### config.mk
export PLATFORM = sky130hd
export DESIGN_NAME = serialtopar_rx_flat
export DESIGN_NICKNAME = d
export VERILOG_FILES = /design/src/rtl/idl_pkg.sv /design/src/rtl/serialtopar_rx_if.sv /design/src/rtl/idl_deser8.sv /design/src/rtl/serialtopar_rx.sv /design/src/flat_wrapper.sv
export SDC_FILE = /design/constraint.sdc
export NUM_CORES = 1
export LEC_CHECK = 0
export ABC_AREA = 1
export BUFFER_PORTS_ARGS = -buffer_cell sky130_fd_sc_hd__buf_2
export CORE_MARGIN = 5
export CORE_UTILIZATION = 50
export CTS_BUF_LIST = sky130_fd_sc_hd__clkbuf_2 sky130_fd_sc_hd__clkbuf_4 sky130_fd_sc_hd__clkbuf_8
export DETAILED_ROUTE_END_ITERATION = 10
export PLACE_DENSITY = 0.72
export SLEW_MARGIN = 20
export SYNTH_ARGS = -nofsm -noshare
export SYNTH_HDL_FRONTEND = slang
export SYNTH_SLANG_ARGS = --single-unit
### constraint.sdc
create_clock -name clk_32f -period 1.5 [get_ports clk_32f]
set_clock_uncertainty 0.2 [all_clocks]
set_input_delay 0.15 -clock clk_32f [delete_from_list [all_inputs] [get_ports clk_32f]]
set_output_delay 0.15 -clock clk_32f [all_outputs]
set_load 0.1 [all_outputs]
### src/rtl/idl_pkg.sv
// -----------------------------------------------------------------------------
// idl_pkg
// Shared definitions for the 1-bit IDL lane (receiver and transmitter).
//   K_IDLE     idle comma, also the byte-alignment pattern
//   K_ACTIVE   active marker
//   rx_state_e receiver alignment FSM encoding
//   is_ctrl()  true for either control byte
// -----------------------------------------------------------------------------
package idl_pkg;

    localparam logic [7:0] K_IDLE   = 8'hBC;
    localparam logic [7:0] K_ACTIVE = 8'h7C;

    typedef enum logic [1:0] {
        SEARCH = 2'd0,
        ALIGN  = 2'd1,
        SYNCED = 2'd2
    } rx_state_e;

    function automatic logic is_ctrl(input logic [7:0] b);
        return (b == K_IDLE) || (b == K_ACTIVE);
    endfunction

endpackage

### src/rtl/serialtopar_rx_if.sv
// -----------------------------------------------------------------------------
// serialtopar_rx_if
// Serial lane in / parallel bus out of the IDL receiver.
//   data_in     serial lane, MSB first
//   data_out    last received data byte
//   valid_out   one-cycle strobe, data_out carries a new data byte
//   active_out  1 after 0x7C, 0 after 0xBC
//   sync_out    1 while byte alignment is locked
// Modports: master = lane driver / bus consumer, slave = receiver.
// -----------------------------------------------------------------------------
interface serialtopar_rx_if;

    logic       data_in;
    logic [7:0] data_out;
    logic       valid_out;
    logic       active_out;
    logic       sync_out;

    modport master (
        output data_in,
        input  data_out,
        input  valid_out,
        input  active_out,
        input  sync_out
    );

    modport slave (
        input  data_in,
        output data_out,
        output valid_out,
        output active_out,
        output sync_out
    );

endinterface

### src/rtl/idl_deser8.sv
// -----------------------------------------------------------------------------
// idl_deser8
// Bit shifter and byte-phase counter for the IDL receiver.
//   clk_32f     in   bit clock
//   reset       in   asynchronous, active-low
//   bit_i       in   serial bit, MSB first
//   realign_i   in   restart the byte phase (bit count 0 on the next bit)
//   nxt_o       out  current byte window including the bit sampled this edge
//   boundary_o  out  this edge samples the 8th bit of a byte
// -----------------------------------------------------------------------------
module idl_deser8 (
    input  logic       clk_32f,
    input  logic       reset,
    input  logic       bit_i,
    input  logic       realign_i,
    output logic [7:0] nxt_o,
    output logic       boundary_o
);

    // Only the 7 most recent bits need storing; the 8th is the live input.
    logic [6:0] sr_q;
    logic [2:0] bit_cnt_q;
    logic [2:0] bit_cnt_d;

    assign nxt_o      = {sr_q, bit_i};
    assign boundary_o = (bit_cnt_q == 3'd7);
    assign bit_cnt_d  = realign_i ? 3'd0 : bit_cnt_q + 3'd1;

    always_ff @(posedge clk_32f or negedge reset) begin
        if (!reset) begin
            sr_q      <= '0;
            bit_cnt_q <= '0;
        end else begin
            sr_q      <= nxt_o[6:0];
            bit_cnt_q <= bit_cnt_d;
        end
    end

endmodule

### src/rtl/serialtopar_rx.sv
// -----------------------------------------------------------------------------
// serialtopar_rx
// Serial-to-parallel receiver for the 1-bit IDL lane. Finds byte alignment
// from repeated 0xBC commas, decodes 0xBC/0x7C control bytes and presents
// data bytes on a parallel bus with a one-cycle valid strobe.
//   clk_32f   in   bit clock, posedge
//   reset     in   asynchronous, active-low
//   rx        slave modport of serialtopar_rx_if (data_in, data_out,
//                  valid_out, active_out, sync_out)
// Parameters:
//   BC_LOCK     aligned commas needed to declare sync (1..15)
//   LOSS_BYTES  byte periods without a control byte before sync is dropped
// Optional feature macro: RX_LOSS_DET_EN (builds the loss-of-sync counter).
// -----------------------------------------------------------------------------
module serialtopar_rx
    import idl_pkg::*;
#(
    parameter int BC_LOCK    = 4,
    parameter int LOSS_BYTES = 16
) (
    input  logic              clk_32f,
    input  logic              reset,
    serialtopar_rx_if.slave   rx
);

    if (BC_LOCK < 1 || BC_LOCK > 15 || LOSS_BYTES < 1) begin : g_bad_param
        $error("serialtopar_rx: BC_LOCK must be 1..15 and LOSS_BYTES >= 1");
    end

    localparam logic [3:0] LOCK_N = 4'(BC_LOCK);

    logic [7:0] nxt;
    logic       boundary;
    logic       realign;

    rx_state_e  state_q, state_d;
    logic [3:0] byte_cnt_q, byte_cnt_d;
    logic [7:0] data_q, data_d;
    logic       valid_q, valid_d;
    logic       active_q, active_d;

`ifdef RX_LOSS_DET_EN
    localparam int            LOSS_W    = $clog2(LOSS_BYTES + 1);
    localparam logic [LOSS_W-1:0] LOSS_LAST = LOSS_W'(LOSS_BYTES - 1);
    logic [LOSS_W-1:0] loss_cnt_q, loss_cnt_d;
`endif

    idl_deser8 u_deser (
        .clk_32f    (clk_32f),
        .reset      (reset),
        .bit_i      (rx.data_in),
        .realign_i  (realign),
        .nxt_o      (nxt),
        .boundary_o (boundary)
    );

    always_comb begin
        state_d    = state_q;
        byte_cnt_d = byte_cnt_q;
        data_d     = data_q;
        valid_d    = 1'b0;
        active_d   = active_q;
        realign    = 1'b0;
`ifdef RX_LOSS_DET_EN
        loss_cnt_d = loss_cnt_q;
`endif
        unique case (state_q)
            SEARCH: begin
                // A comma anywhere in the bit stream fixes the byte phase.
                if (nxt == K_IDLE) begin
                    realign    = 1'b1;
                    byte_cnt_d = 4'd1;
                    state_d    = (BC_LOCK == 1) ? SYNCED : ALIGN;
                end
            end
            ALIGN: begin
                if (boundary) begin
                    if (nxt == K_IDLE) begin
                        byte_cnt_d = byte_cnt_q + 4'd1;
                        if (byte_cnt_d == LOCK_N) begin
                            state_d = SYNCED;
                        end
                    end else begin
                        // Not re-searched: the failing window cannot be a comma.
                        state_d    = SEARCH;
                        byte_cnt_d = '0;
                    end
                end
            end
            SYNCED: begin
                if (boundary) begin
                    if (nxt == K_IDLE) begin
                        active_d = 1'b0;
                    end else if (nxt == K_ACTIVE) begin
                        active_d = 1'b1;
                    end else begin
                        data_d  = nxt;
                        valid_d = 1'b1;
                    end
`ifdef RX_LOSS_DET_EN
                    // The byte that exhausts the budget is still delivered.
                    if (is_ctrl(nxt)) begin
                        loss_cnt_d = '0;
                    end else if (loss_cnt_q == LOSS_LAST) begin
                        state_d    = SEARCH;
                        active_d   = 1'b0;
                        loss_cnt_d = '0;
                    end else begin
                        loss_cnt_d = loss_cnt_q + 1'b1;
                    end
`endif
                end
            end
            default: begin
                state_d = SEARCH;
            end
        endcase
    end

    always_ff @(posedge clk_32f or negedge reset) begin
        if (!reset) begin
            state_q    <= SEARCH;
            byte_cnt_q <= '0;
            data_q     <= '0;
            valid_q    <= 1'b0;
            active_q   <= 1'b0;
`ifdef RX_LOSS_DET_EN
            loss_cnt_q <= '0;
`endif
        end else begin
            state_q    <= state_d;
            byte_cnt_q <= byte_cnt_d;
            data_q     <= data_d;
            valid_q    <= valid_d;
            active_q   <= active_d;
`ifdef RX_LOSS_DET_EN
            loss_cnt_q <= loss_cnt_d;
`endif
        end
    end

    assign rx.data_out   = data_q;
    assign rx.valid_out  = valid_q;
    assign rx.active_out = active_q;
    assign rx.sync_out   = (state_q == SYNCED);

endmodule
### src/flat_wrapper.sv
// flat-port wrapper written by rule: the top's interface ports become plain ports
module serialtopar_rx_flat import idl_pkg::*;
#(
    parameter int BC_LOCK    = 4,
    parameter int LOSS_BYTES = 16
)
  (clk_32f, reset, rx_data_in, rx_data_out, rx_valid_out, rx_active_out, rx_sync_out);
  serialtopar_rx_if rx_i ();
  input  logic clk_32f;
  input  logic reset;
  input wire logic [$bits(rx_i.data_in)-1:0] rx_data_in;
  output wire logic [$bits(rx_i.data_out)-1:0] rx_data_out;
  output wire logic [$bits(rx_i.valid_out)-1:0] rx_valid_out;
  output wire logic [$bits(rx_i.active_out)-1:0] rx_active_out;
  output wire logic [$bits(rx_i.sync_out)-1:0] rx_sync_out;
  assign rx_i.data_in = rx_data_in;
  assign rx_data_out = rx_i.data_out;
  assign rx_valid_out = rx_i.valid_out;
  assign rx_active_out = rx_i.active_out;
  assign rx_sync_out = rx_i.sync_out;
  serialtopar_rx #(.BC_LOCK(BC_LOCK), .LOSS_BYTES(LOSS_BYTES)) u_core (.clk_32f(clk_32f), .reset(reset), .rx(rx_i));
endmodule
== Word level (Yosys, flattened, before mapping) ==
Index checks and enable logic that the tools add are counted.
Word-level totals
  flip-flop bits (word level): 26
  latch bits: 0
  memory bits (writable): 0
  bits in read-only memories: 0
  bits of input ports: 3
  output and inout port bits: 11
  memories: 0
Cells by class
  add/subtract/negate cells: 2
  multipliers: 0
  div/mod/pow operators: 0
  $lt $le $gt $ge: 0
  equality and inequality tests: 9
  shifts and indexed selects: 0
  muxes and demuxes: 18
  bitwise logic cells: 3
  reduce and logical (&&, ||, !) cells: 7
Operators by type and width (count)
  $mux W4: 3
  $eq A8 B7 Y1 const B: 1
  $eq A8 B8 Y1 const B: 1
  $mux W1: 8
  $mux W2: 4
  $pmux W4 S2: 1
  $reduce_and A4 Y1: 2
  $pmux W2 S3: 1
  $reduce_and A3 Y1: 2
  $add A4 B1 Y4 const B: 1
  $eq A4 B3 Y1 const B: 1
  $ne A2 B1 Y1 const B: 2
  $reduce_bool A2 Y1: 2
  $add A3 B1 Y3 const B: 1
  $eq A3 B3 Y1 const B: 1
  $mux W3: 1
  $ne A3 B2 Y1 const B: 1
  $not A1 Y1: 3
  $eq A2 B1 Y1 const B: 1
  $eq A2 B2 Y1 const B: 1
  $logic_not A2 Y1: 1

== Depth between registers and ports, before layout ==
Gate-level depths: netlist of the first run.
  depth after elaboration: 6
  depth in mapped cells: 10

== By module ==
A second synthesis of the first run with hierarchy kept.
Unflattened totals
  cells, all modules: 125
  area, all modules: 1169.9 um2
Modules (own cells, without submodules)
  serialtopar_rx: times used 1, cells each 107, area each 868.3 um2, seq. area each 400.4 um2
  idl_deser8: times used 1, cells each 18, area each 301.5 um2, seq. area each 250.2 um2

== Worst setup path before layout of the first run ==
OpenSTA, ideal clock, no wires.
  path kind: reg2reg
  start: reg u_core.state_q[0]
  end: reg u_core.data_q[0], in the netlist u_core.rx.data_out[0]
  data arrival time: 1534 ps
  required time: 1175 ps
  path slack: -359 ps
  stages on the path, launching flop included: 7
  buffers on the path: 0
  period minus slack after synthesis: 1859 ps
  cells stage by stage: dfrtp_1 > nor2_4 > nand2_2 > nor2_8 > inv_4 > nand2_1 > o21ai_1
Between the ends
  cells in the longest elaborated chain, start to end: 2
RTL lines
  start, declared: RTL line serialtopar_rx.sv:36  | rx_state_e state_q, state_d;
  start signal, assigned: RTL line serialtopar_rx.sv:131  | state_q <= state_d;
  $eq A2 B2 Y1
  net rx_sync_out: RTL line flat_wrapper.sv:15  | output wire logic [$bits(rx_i.sync_out)-1:0] rx_sync_out;
  $reduce_and A4 Y1 (no line)
  end signal, assigned: RTL line serialtopar_rx.sv:133  | data_q <= data_d;
  end, declared: RTL line serialtopar_rx.sv:38  | logic [7:0] data_q, data_d;
The timed path passes the listed nets, and every way through them passes these cells.
A chain may end at the register's enable or synchronous reset.

== Final worst setup path of the first run ==
  start: reg u_core.u_deser.bit_cnt_q[0]
  end: reg u_core.data_q[2], in the netlist u_core.rx.data_out[2]
Between the ends
  cells in the longest elaborated chain, start to end: 2
RTL lines
  start, declared: RTL line idl_deser8.sv:22  | logic [2:0] bit_cnt_q;
  start signal, assigned: RTL line idl_deser8.sv:35  | bit_cnt_q <= bit_cnt_d;
  $eq A3 B3 Y1: RTL line idl_deser8.sv:26  | assign boundary_o = (bit_cnt_q == 3'd7);
  $reduce_and A4 Y1 (no line)
Every way passes these cells.

==> flow_metrics.env, run 1 <==
export IMPL_fin_crit_ns=1.59
export IMPL_fin_setup_tns_ns=-0.622
export IMPL_synth_flop_cell="dfrtp_1"
export IMPL_layout_setup_ws_ns=-0.0940
export IMPL_hp_class="in -> async"
export IMPL_synth_cells=120
export IMPL_htree_levels=1
export IMPL_hold_viol_final=0
export IMPL_num_vias=893
export IMPL_seq_area_sq_um=651
export IMPL_synth_top_area_frac=0.560
export IMPL_die_width_um=58.2
export IMPL_slew_headroom=0.624
export IMPL_cp_start_kind="flop"
export IMPL_clkTransAtPathRegs_ns=0.13
export IMPL_path_cells="ha_2 > ha_4 > buf_6 > nand2_4 > nor2_8 > clkinvlp_4 > nand2_1 > nand2_1"
export IMPL_drtIter0Drc=8
export IMPL_synth_nets=127
export IMPL_antenna_found_initial=0
export IMPL_rsz0062_at_grt="yes"
export IMPL_clk_path_buf_depth=2
export IMPL_grt_max_degree=27
export IMPL_crit_slowest_cell="dfrtp_1"
export IMPL_vdd_ir_drop_max_mv=0.684
export IMPL_ant_nets=0
export IMPL_dp_hpwl_um=1540
export IMPL_power_density_nw_per_um2=872
export IMPL_worst_ep_arrival_time_ns=1.62
export IMPL_diodes=0
export IMPL_synth_common_cells="37 x nand2_1, 26 x dfrtp_1, 13 x inv_1, 9 x nor2_1, 6 x nand3_1"
export IMPL_multi_input_comb_area_sq_um=526
export IMPL_wl_per_cell_um=12.3
export IMPL_cts_tree="built"
export IMPL_outcome="finished, violations left"
export IMPL_synth_edf_count=0
export IMPL_synth_seq_cells=26
export IMPL_synth_top_area_cell="dfrtp_1"
export IMPL_yosysMostFrequentCell="nand2_1"
export IMPL_vias_per_cell=4.85
export IMPL_syn_area_sq_um=1160
export IMPL_post_route_drc_count=0
export IMPL_yosys_top_cells_area="dfrtp_1 56%, nand2_1 12%, ha_1 4.3%"
export IMPL_period_share=1.06
export IMPL_finalMaxSlewViolations=0
export IMPL_die_h_um=58.2
export IMPL_power_mw=1.39
export IMPL_max_freq_ghz=0.627
export IMPL_grt_pass1_vias=871
export IMPL_critPathRequiredTime_ns=1.53
export IMPL_grt_usage=0.151
export IMPL_area_growth_pct=36.8
export IMPL_critPathMaxFanout=7
export IMPL_drive_gt1_frac=0.474
export IMPL_io_pins=14
export IMPL_ys_seq_area_frac=0.560
export IMPL_initial_utilization=0.525
export IMPL_async_flop_share=1.00
export IMPL_crit_type="reg -> reg"
export IMPL_clockRootBuffer="clkbuf_4"
export IMPL_die_area_sq_um=3390
export IMPL_grt_ovfl_total=0
export IMPL_port_buffers=13
export IMPL_gp_congestion=0.792
export IMPL_avgSynthCellArea_sq_um=9.69
export IMPL_cp_end_kind="flop"
export IMPL_core_rowCount=17
export IMPL_routed_wl_um=2260
export IMPL_final_core_util=0.719
export IMPL_cts_inserted_buffers=3
export IMPL_grt_pass1_wl_um=3840
export IMPL_violations="setup timing"
export IMPL_fin_nets=164
export IMPL_cts_sinks=26
export IMPL_clk_latency_ns=0.32
export IMPL_yosysWarnings=0
export IMPL_power_leakage_nw=0.804
export IMPL_drt_pass1_iter_count=4
export IMPL_slowest_delay_ns=0.39
export IMPL_cap_viol_max_count=0
export IMPL_worst_path_most_repeated_cell="nand2_1"
export IMPL_core_region_area_sq_um=2210
export IMPL_max_slew_worst_pin_slew_ns=0.564
export IMPL_synth_cell_types=18
export IMPL_dp_slack_ns=-0.0728
export IMPL_fin_hold_ws_ns=0.137
export IMPL_setup_viol=13
export IMPL_nFillCells=169
==> through the flow <==
stage / cell area [sq um] / std cells
CTS: 1480 / 178
finish: 1590 / 184
detailed placement: 1310 / 165
global placement: 1310 / 165
global route: 1590 / 184
floorplan: 1170 / 120
==> repair_timing <==
action,in CTS,in global routing
endpoints found under the setup margin,19,23
hold endpoints to repair,28,0
hold buffers,3,0
setup buffers,5,6
gates cloned,1,0
resized for setup,13,26
pin swaps,6,13
==> worst paths after layout <==
kind	to	startpoint	cells past startpoint	slack [ns]
min	u_core.rx.data_out[4]$_DFFE_PN0P_	reset	2	0.14
max in group asynchronous	u_core.u_deser.bit_cnt_q[1]$_DFF_PN0_	reset	2	0.60
max reg2reg	u_core.rx.data_out[2]$_DFFE_PN0P_	u_core.u_deser.bit_cnt_q[0]$_DFF_PN0_	8	-0.09
max	u_core.rx.data_out[2]$_DFFE_PN0P_	u_core.u_deser.bit_cnt_q[0]$_DFF_PN0_	8	-0.09
min reg2reg	u_core.u_deser.sr_q[1]$_DFF_PN0_	u_core.u_deser.sr_q[0]$_DFF_PN0_	0	0.21
min in group clk_32f	u_core.u_deser.sr_q[1]$_DFF_PN0_	u_core.u_deser.sr_q[0]$_DFF_PN0_	0	0.21
==> registers in the layout, summed over array words and instances (netlist names) <==
register	count
u_core.u_deser.sr_q	7
u_core.rx.valid_out	1
u_core.rx.active_out	1
u_core.byte_cnt_q	4
u_core.rx.data_out	8
u_core.u_deser.bit_cnt_q	3
u_core.state_q	2
==> placed cells by master (no fill, tap or decap), types with 2 or more instances in the layout <==
| cell type | netlist | final |
|---|---|---|
| clkbuf_4 | 0 | 7 |
| nand3_1 | 6 | 5 |
| ha_2 | 0 | 2 |
| dlygate4sd3_1 | 0 | 3 |
| nand2_4 | 2 | 4 |
| buf_2 | 0 | 4 |
| nor2_4 | 4 | 4 |
| nor2_1 | 9 | 8 |
| inv_2 | 1 | 5 |
| buf_4 | 0 | 15 |
| dfrtp_1 | 26 | 26 |
| inv_4 | 1 | 2 |
| buf_6 | 0 | 4 |
| nand2_2 | 4 | 14 |
| nand4_1 | 2 | 2 |
| inv_1 | 13 | 8 |
| o21ai_1 | 4 | 2 |
| o21ai_2 | 3 | 5 |
| nand2_1 | 37 | 25 |
==> logic make-up (layout without fill, tap and decap cells) <==
group                    after synthesis  count (layout)  share of synthesized area
adder cells (fa/ha/maj)                4               4                     0.0431
AO/OA/AOI/OAI                          9               9                     0.0603
flip-flops                            26              26                      0.560
buffers and inverters                 15              51                     0.0506
AND/OR/NAND/NOR                       66              66                      0.286
==> critical path: cells and delay by family, from the launching register on <==
family,cells,cell delay (ns)
flops,1,0.39
simple gates,4,0.35
fa+ha+maj,2,0.33
buf+inv,2,0.25
==> per-layer routing <==
| layer | part of all wire | global-route usage | wire, um | vias up |
|---|---|---|---|---|
| met4 | 0.017 | 0.0596 | 38 | 0 |
| li1 | - | - | - | 448 |
| met2 | 0.55 | 0.266 | 1250 | 15 |
| met3 | 0.042 | 0.0557 | 94 | 6 |
| met1 | 0.39 | 0.164 | 877 | 424 |
| met5 | 0 | 0 | 0 | - |
==> where the power goes <==
group | switching, mW | leakage [nW] | internal, mW
registers | 0.0184 | 0.319 | 0.723
logic | 0.135 | 0.457 | 0.0399
clock network | 0.200 | 0.0279 | 0.270
==> cell type report <==
class	instances	area share
Multi-Input combinational cell	79	0.330
Tap cell	28	0.0220
Sequential cell	26	0.409
Timing Repair inverter	1	0.00472
Timing Repair Buffer	31	0.162
Clock buffer	3	0.0142
Inverter	15	0.0386
Clock inverter	1	0.0189
No activity file was read; power rests on OpenSTA's default activity.
==> run 2: changes to the inputs <==
--- a/config.mk
+++ b/config.mk
@@ -11,7 +11,7 @@
 export CORE_UTILIZATION = 50
 export CTS_BUF_LIST = sky130_fd_sc_hd__clkbuf_2 sky130_fd_sc_hd__clkbuf_4 sky130_fd_sc_hd__clkbuf_8
 export DETAILED_ROUTE_END_ITERATION = 10
-export PLACE_DENSITY = 0.72
+export PLACE_DENSITY = 0.73
 export SLEW_MARGIN = 20
 export SYNTH_ARGS = -nofsm -noshare
 export SYNTH_HDL_FRONTEND = slang
==> flow_metrics.env, run 2 (synthesis results as in run 1) <==
export IMPL_fin_cells=182
export IMPL_wl_per_cell_um=11.6
export IMPL_grt_max_degree=27
export IMPL_grt_pass1_wl_um=3770
export IMPL_max_freq_ghz=0.642
export IMPL_power_mw=1.25
export IMPL_cts_sinks=26
export IMPL_num_vias=883
export IMPL_finalMaxSlewViolations=0
export IMPL_drive_gt1_frac=0.429
export IMPL_p_seq_frac=0.591
export IMPL_grt_ovfl_total=0
export IMPL_max_slew_worst_pin_slew_ns=0.564
export IMPL_clkTransAtPathRegs_ns=0.13
export IMPL_final_core_util=0.695
export IMPL_period_share=1.04
export IMPL_comb_power_share=0.135
export IMPL_power_leakage_nw=0.771
export IMPL_p_sw_uw=344
export IMPL_post_route_drc_count=0
export IMPL_core_region_area_sq_um=2210
export IMPL_diodes=0
export IMPL_port_buffers=13
export IMPL_cp_start_kind="flop"
export IMPL_htree_levels=1
export IMPL_violations="setup timing"
export IMPL_fin_crit_ns=1.56
export IMPL_hp_class="in -> async"
export IMPL_final_cell_mix="30 x nand2_1, 26 x dfrtp_1, 11 x clkbuf_4, 11 x buf_4, 10 x nand2_2"
export IMPL_critPathMaxFanout=5
export IMPL_area_growth_pct=32.3
export IMPL_cp_end_kind="flop"
export IMPL_slowest_delay_ns=0.41
export IMPL_die_h_um=58.2
export IMPL_antenna_found_initial=0
export IMPL_fin_setup_tns_ns=-0.423
export IMPL_clk_latency_ns=0.31
export IMPL_gp_congestion=0.759
export IMPL_critPathRequiredTime_ns=1.52
export IMPL_largest_reg_flops=8
export IMPL_outcome="finished, violations left"
export IMPL_initial_utilization=0.525
export IMPL_worst_ep_arrival_time_ns=1.58
export IMPL_cts_inserted_buffers=3
export IMPL_drt_pass1_iter_count=4
export IMPL_grt_pass1_vias=868
export IMPL_grt_usage=0.145
export IMPL_ant_nets=0
export IMPL_die_area_sq_um=3390
export IMPL_fin_nets=162
export IMPL_routed_wl_um=2120
export IMPL_dp_hpwl_um=1480
export IMPL_core_rowCount=17
export IMPL_crit_type="reg -> reg"
export IMPL_drtIter0Drc=17
export IMPL_internal_power_uw=906
export IMPL_layout_commonest_cell="nand2_1"
export IMPL_fin_hold_ws_ns=0.147
export IMPL_crit_slowest_cell="dfrtp_1"
export IMPL_dp_slack_ns=-0.104
export IMPL_rsz0062_at_grt="yes"
export IMPL_fin_area_sq_um=1540
export IMPL_path_cells="ha_2 > ha_4 > buf_6 > nand2_8 > nor2_8 > buf_4 > nor2_2 > nor2_1"
export IMPL_vdd_ir_drop_max_mv=0.513
export IMPL_vias_per_cell=4.85
export IMPL_die_width_um=58.2
export IMPL_clkPwrFrac=0.274
export IMPL_layout_setup_ws_ns=-0.0588
export IMPL_dpl_cell_area_sq_um=1310
export IMPL_power_density_nw_per_um2=813
export IMPL_cts_tree="built"
export IMPL_io_pins=14
export IMPL_clk_path_buf_depth=2
export IMPL_placed_cells=165
export IMPL_cap_viol_max_count=0
export IMPL_switching_share=0.275
export IMPL_slew_headroom=0.624
export IMPL_clockRootBuffer="clkbuf_4"
export IMPL_setup_viol=11
export IMPL_hold_viol_final=0
## run 2: cell count changes in the layout (fill, tap and decap cells not counted), moves of 2 or more
| cell | before | now |
|---|---|---|
| clkbuf_4 | 7 | 11 |
| nand2_2 | 14 | 10 |
| nand2_4 | 4 | 2 |
| nand2_1 | 25 | 30 |
| buf_6 | 4 | 2 |
| buf_4 | 15 | 11 |
## run 2: power groups by stage
stage          clock (mW)  sequential (mW)  combinational (mW)
3_5_place_dp            0            0.750               0.153
6_report            0.343            0.739               0.168
5_1_grt             0.395            0.742               0.178
4_1_cts             0.360            0.738               0.162
2_1_floorplan           0            0.843              0.0218
3_3_place_gp            0            0.750               0.150
## run 2: repair_timing
action | in CTS | in global routing
pin swaps | 4 | 7
hold endpoints to repair | 28 | 0
buffers inserted | 6 | 3
gates resized for setup | 9 | 21
setup endpoints to repair | 15 | 27
gates cloned | 1 | 0
hold buffers | 3 | 0
## run 2: path summary, 6_finish.rpt
check | cells after the start | end | startpoint | slack (ns)
worst max-delay path | 8 | u_core.rx.data_out[4]$_DFFE_PN0P_ | u_core.u_deser.bit_cnt_q[0]$_DFF_PN0_ | -0.06
worst min-delay path | 2 | u_core.u_deser.sr_q[3]$_DFF_PN0_ | reset | 0.15
worst max register to register | 8 | u_core.rx.data_out[4]$_DFFE_PN0P_ | u_core.u_deser.bit_cnt_q[0]$_DFF_PN0_ | -0.06
worst min register to register | 0 | u_core.u_deser.sr_q[1]$_DFF_PN0_ | u_core.u_deser.sr_q[0]$_DFF_PN0_ | 0.22
max in group asynchronous | 2 | u_core.byte_cnt_q[1]$_DFFE_PN0P_ | reset | 0.58
min in group clk_32f | 8 | u_core.byte_cnt_q[1]$_DFFE_PN0P_ | rx_data_in | 0.21
## run 2: final cells by class
class | count | area (sq um)
well taps | 28 | 35.0
fillers | 171 | 674
repair buffers | 29 | 235
flip-flops and latches | 26 | 651
clock buffers | 4 | 36.3
inverters | 15 | 58.8
multi-input cells | 79 | 514
repair inverters | 1 | 7.51
## run 2: worst max-delay path, delay by kind of cell (launching register included)
kind,cells,cell delay (ns)
adder cells (fa/ha/maj),2,0.36
buffers and inverters,2,0.27
flip-flops,1,0.41
AND/OR/NAND/NOR,4,0.23
## run 2: per-layer routing
layer  vias up  part of all wire  global-route usage
met5         -                 0                   0
met4         0            0.0085              0.0497
met3         2             0.032              0.0267
met2        16              0.53               0.266
met1       420              0.43               0.167
li1        445                 -                   -
